<file path="config.mk">
export PLATFORM = sky130hd
export DESIGN_NAME = spi_frame_receiver
export DESIGN_NICKNAME = d
export VERILOG_FILES = /design/src/rtl/spi_frame_receiver.sv
export SDC_FILE = /design/constraint.sdc
export NUM_CORES = 1
export LEC_CHECK = 0
export BUFFER_PORTS_ARGS = -buffer_cell sky130_fd_sc_hd__clkbuf_2
export CORE_MARGIN = 2
export CORE_UTILIZATION = 25
export CTS_CLUSTER_SIZE = 12
export DETAILED_ROUTE_END_ITERATION = 6
export PLACE_DENSITY = 0.5
export SYNTH_ARGS = -nofsm -noshare
export SYNTH_HDL_FRONTEND = slang
export SYNTH_SLANG_ARGS = --single-unit
</file>
<file path="constraint.sdc">
create_clock -name clk -period 1.6 [get_ports clk]
set_clock_uncertainty 0.05 [all_clocks]
set_input_delay 0.32 -clock clk [delete_from_list [all_inputs] [get_ports clk]]
set_output_delay 0.32 -clock clk [all_outputs]
set_load 0.02 [all_outputs]
</file>
<file path="src/rtl/spi_frame_receiver.sv">
// rtl/spi_frame_receiver.sv - SPI pin synchroniser, 16-bit frame shifter and frame validator
//
// Purpose: front end of the SPI register path. Brings SCLK/COPI/nCS into the clk
// domain, shifts in an MSB-first frame while nCS is low, and on nCS deassertion
// either presents the decoded write/read frame (frame_valid pulse) or discards it
// (frame_err pulse).
//
// Ports:
//   clk          system clock, the only clock in the block
//   rst          synchronous reset, active-high
//   SCLK         SPI clock pin (async, mode 0, sampled on rising edge)
//   COPI         SPI data pin (async)
//   nCS          SPI chip select pin (async, active-low)
//   frame_valid  one-cycle pulse: well-formed frame received
//   frame_write  frame MSB: 1=write, 0=read (held until next frame_valid)
//   frame_addr   address field (held until next frame_valid)
//   frame_data   data field (held until next frame_valid)
//   frame_err    one-cycle pulse: frame discarded because of a wrong bit count
//   busy         high while a frame is being received
module spi_frame_receiver #(
  parameter int SYNC_STAGES = 2,
  parameter int ADDR_BITS   = 7,
  parameter int DATA_BITS   = 8
) (
  input  logic                 clk,
  input  logic                 rst,
  input  logic                 SCLK,
  input  logic                 COPI,
  input  logic                 nCS,
  output logic                 frame_valid,
  output logic                 frame_write,
  output logic [ADDR_BITS-1:0] frame_addr,
  output logic [DATA_BITS-1:0] frame_data,
  output logic                 frame_err,
  output logic                 busy
);

  localparam int FRAME_BITS = 1 + ADDR_BITS + DATA_BITS;
  localparam int CNT_W      = $clog2(FRAME_BITS + 2);
  localparam logic [CNT_W-1:0] CNT_FULL = CNT_W'(FRAME_BITS);
  localparam logic [CNT_W-1:0] CNT_SAT  = CNT_W'(FRAME_BITS + 1);

  typedef enum logic [1:0] {IDLE, RECV, CHECK} state_t;

  logic [SYNC_STAGES-1:0] sclk_sync_q, copi_sync_q, ncs_sync_q;
  logic                   sclk_hist_q, ncs_hist_q;
  logic [SYNC_STAGES:0]   settle_q;
  logic                   armed_q;

  logic sclk_s, copi_s, ncs_s;
  logic sclk_rise, ncs_fall, ncs_rise;

  // Pin synchronisers. The chains reset to idle levels, so a pin held low across
  // reset looks like a falling edge once the chain refills. settle_q/armed_q make
  // the receiver wait until nCS has been seen genuinely high after reset before
  // it accepts a falling edge, so a transaction cut by reset is ignored.
  always_ff @(posedge clk) begin
    if (rst) begin
      sclk_sync_q <= '0;
      copi_sync_q <= '0;
      ncs_sync_q  <= '1;
      sclk_hist_q <= 1'b0;
      ncs_hist_q  <= 1'b1;
      settle_q    <= '0;
      armed_q     <= 1'b0;
    end else begin
      sclk_sync_q <= {sclk_sync_q[SYNC_STAGES-2:0], SCLK};
      copi_sync_q <= {copi_sync_q[SYNC_STAGES-2:0], COPI};
      ncs_sync_q  <= {ncs_sync_q[SYNC_STAGES-2:0], nCS};
      sclk_hist_q <= sclk_s;
      ncs_hist_q  <= ncs_s;
      settle_q    <= {settle_q[SYNC_STAGES-1:0], 1'b1};
      if (settle_q[SYNC_STAGES] && ncs_s) begin
        armed_q <= 1'b1;
      end
    end
  end

  assign sclk_s    = sclk_sync_q[SYNC_STAGES-1];
  assign copi_s    = copi_sync_q[SYNC_STAGES-1];
  assign ncs_s     = ncs_sync_q[SYNC_STAGES-1];
  assign sclk_rise = sclk_s & ~sclk_hist_q;
  assign ncs_fall  = armed_q & ~ncs_s & ncs_hist_q;
  assign ncs_rise  = ncs_s & ~ncs_hist_q;

  state_t                  state_q;
  logic [FRAME_BITS-1:0]   shift_q;
  logic [CNT_W-1:0]        cnt_q;
  logic                    frame_valid_q, frame_err_q, frame_write_q, busy_q;
  logic [ADDR_BITS-1:0]    frame_addr_q;
  logic [DATA_BITS-1:0]    frame_data_q;

  always_ff @(posedge clk) begin
    if (rst) begin
      state_q       <= IDLE;
      shift_q       <= '0;
      cnt_q         <= '0;
      frame_valid_q <= 1'b0;
      frame_err_q   <= 1'b0;
      frame_write_q <= 1'b0;
      frame_addr_q  <= '0;
      frame_data_q  <= '0;
      busy_q        <= 1'b0;
    end else begin
      frame_valid_q <= 1'b0;
      frame_err_q   <= 1'b0;
      case (state_q)
        IDLE: begin
          if (ncs_fall) begin
            state_q <= RECV;
            busy_q  <= 1'b1;
            cnt_q   <= '0;
            shift_q <= '0;
          end
        end
        RECV: begin
          // A bit arriving in the same cycle as nCS rising is still counted.
          if (sclk_rise) begin
            shift_q <= {shift_q[FRAME_BITS-2:0], copi_s};
            // Saturating at FRAME_BITS+1 marks an overrun without wrapping.
            if (cnt_q != CNT_SAT) begin
              cnt_q <= cnt_q + 1'b1;
            end
          end
          if (ncs_rise) begin
            state_q <= CHECK;
            busy_q  <= 1'b0;
          end
        end
        CHECK: begin
          if (cnt_q == CNT_FULL) begin
            frame_valid_q <= 1'b1;
            frame_write_q <= shift_q[FRAME_BITS-1];
            frame_addr_q  <= shift_q[FRAME_BITS-2 -: ADDR_BITS];
            frame_data_q  <= shift_q[DATA_BITS-1:0];
          end else begin
            frame_err_q <= 1'b1;
          end
          state_q <= IDLE;
        end
        default: begin
          state_q <= IDLE;
          busy_q  <= 1'b0;
        end
      endcase
    end
  end

  assign frame_valid = frame_valid_q;
  assign frame_err   = frame_err_q;
  assign frame_write = frame_write_q;
  assign frame_addr  = frame_addr_q;
  assign frame_data  = frame_data_q;
  assign busy        = busy_q;

endmodule

</file>
==> out/qor.yml <==
outcome:
  outcome: "complete, no violations"
clocking:
  h-tree-depth: 2
  hold_buffers: 0
  clk_latency_ns: 0.30
  cts_buffers: 5
  cts_root_buf: "clkbuf_8"
  path_clk_slew_ns: 0.09
  cts_tree: "done"
  cts_buffer_depth: 2
  numClockSinks: 54
cells_and_area:
  mostFrequentLayoutCell: "dfxtp_1"
  antenna_cells: 0
  design_area_um2: 2374
  fill_cells: 836
  nNetsFinal: 247
  area.growth.synth_to_final_pct: 17.10
  final_core_util: 0.3040
  instances_no_fill: 341
  layout_common_cells: "dfxtp_1 (53), a21oi_1 (23), clkbuf_2 (23)"
  drive_above_1_share: 0.2008
detailed_routing:
  dr.pass1.iters: 4
  viasPerCell: 4.361
  drtIter0Drc: 68
  vias: 1487
  drc: 0
  wirelength_um: 3668
  postRouteAntennaNets: 0
  drt-wirelength-per-cell_um: 10.76
timing:
  slew_violations: 0
  setup_tns_ns: 0
  fin_crit_sh: 0.9262
  hold_viol_final: 0
  max_freq_mhz: 674.8
  rsz0062_at_grt: "yes"
  setup_viol: 0
  relSlewSlack: 0.6796
  period_needed_ns: 1.482
  worstMarginPinSlew_ns: 0.4684
  whs_ns: 0.1530
  setup_ws_ns: 0.1181
power:
  vdd_drop_max_v: 0.0002828
  p_leak_nw: 0.9888
  powerDensity_nw_per_um2: 903.0
  p_total_mw: 2.143
yosys:
  synth_xor_area_frac: 0
  synth.avg_cell_area_um2: 9.652
  ys_ff_latch: 54
  synth_cells: 210
  synth.net_count: 218
  synth_top_family_by_area: "simple AND/OR/NAND/NOR gates"
  synthAdderAreaFrac: 0.01852
  yosysTopAreaCell: "dfxtp_1"
  netlist.area_leader.share: 0.5333
  synth.area.mux_share: 0.07901
  dominantRegCellSynth: "dfxtp_1"
  syn_area_um2: 2027
  yosys_warnings: 0
  netlist_top_cells_area: "dfxtp_1 (53%), mux2i_1 (7.9%), a21oi_1 (5.7%)"
  synth_cell_types: 35
  synth_compound_area_frac: 0.1025
  synth-edff-count: 0
  synthSimpleGateAreaFrac: 0.2062
  synthArstFlopShare: 0
  ys_seq_area_frac: 0.5333
setup_path:
  cp.required_ns: 1.74
  critPathMaxFanout: 7
  worstSetupStartpointType: "flip-flop"
  worst-endpoint-arrival_ns: 1.62
  end_kind: "flip-flop"
  crit_type: "flip-flop to flip-flop"
global_routing:
  grt_max_degree: 28
  grt-ovfl-total: 0
  grt_first_pass_wirelength_um: 6251
  grt_antenna_before_repair: 0
  grt_usage: 0.08856
  grt_pass1_vias: 1399
floorplan:
  core.rowCount: 32
  io_pins: 24
  die_h_um: 94.05
  initial_core_util: 0.2596
  die_w_um: 94.05
  core_area_um2: 7807
  dieArea_um2: 8844
place:
  dp_cells: 333
  preCtsSetupSlack_ns: 0.06765
  port_buffers: 23
  placed_cell_area_um2: 2285
  hpwl_um: 2533
  finalWeightedCongestion: 0.7982
flow_run:
  drv_cap: 0
min_path:
  worstHoldPathType: "input pin to flip-flop"
## what timing repair did
item / in CTS / in global routing
endpoints found under the hold margin: 0 / 0
resized for setup: 0 / 2
buffers inserted: 0 / 1
setup endpoints to repair: 0 / 5
## where the power goes
group	switching, mW	internal (mW)	leakage [nW]	total, mW
clock network	0.406	0.303	0.0383	0.709
logic	0.0399	0.0274	0.513	0.0673
registers	0.00802	1.36	0.438	1.37
## cell usage after synthesis, types with 2 or more instances
cell      number
o21ai_0        6
buf_6          2
or2_2          3
nor3_1         3
ha_1           3
dfxtp_1       54
inv_1          4
nor2_1        19
clkbuf_1       3
buf_2          6
buf_4          2
nor2b_1        8
nand2b_1       3
a21oi_1       23
mux2i_1       16
nand3_1       20
nand2_1       17
## worst paths after layout
kind / startpoint / endpoint / slack (ns) / depth (start not counted)
min reg2reg: ncs_sync_q[0] / ncs_sync_q[1] / 0.37 / 1
max reg2reg: cnt_q[4] / frame_data[1] / 0.12 / 5
min: nCS / ncs_sync_q[0] / 0.15 / 2
max: cnt_q[4] / frame_data[1] / 0.12 / 5
## final cells by class
cell class / count / area, um2 / share of cell area
Sequential cell: 54 / 1082 / 0.4560
Multi-Input combinational cell: 137 / 823.3 / 0.3469
Timing Repair Buffer: 37 / 249.0 / 0.1049
Tap cell: 102 / 127.6 / 0.05377
Clock buffer: 7 / 76.32 / 0.03216
Inverter: 4 / 15.01 / 0.006326
## registers in the layout (all words and copies together), names as in the netlist, 2 cells and up
signal	flops
frame_data	8
shift_q	16
settle_q	3
cnt_q	5
frame_addr	7
state_q	2
ncs_sync_q	2
copi_sync_q	2
sclk_sync_q	2
## worst max-delay path, stage by stage, from the launching register on
cell,delay (ns)
dfxtp_1,0.36
nor3b_4,0.30
nand4b_1,0.22
buf_4,0.23
mux2i_1,0.15
nor2_1,0.05
## routing by layer
layer / wire (um) / track usage
met4: 59 / 0.03623
met1: 1829 / 0.1135
met5: 0 / 0
met3: 132 / 0.02648
met2: 1646 / 0.1387
## kinds of logic (layout without fill, tap and decap cells)
group | Yosys count | in the layout
AND/OR/NAND/NOR | 82 | 82
buffers and inverters | 19 | 48
flip-flops | 54 | 54
multiplexers | 16 | 16
adder cells (fa/ha/maj) | 3 | 3
AO/OA/AOI/OAI | 36 | 36
No activity file was read; power rests on OpenSTA's default activity.
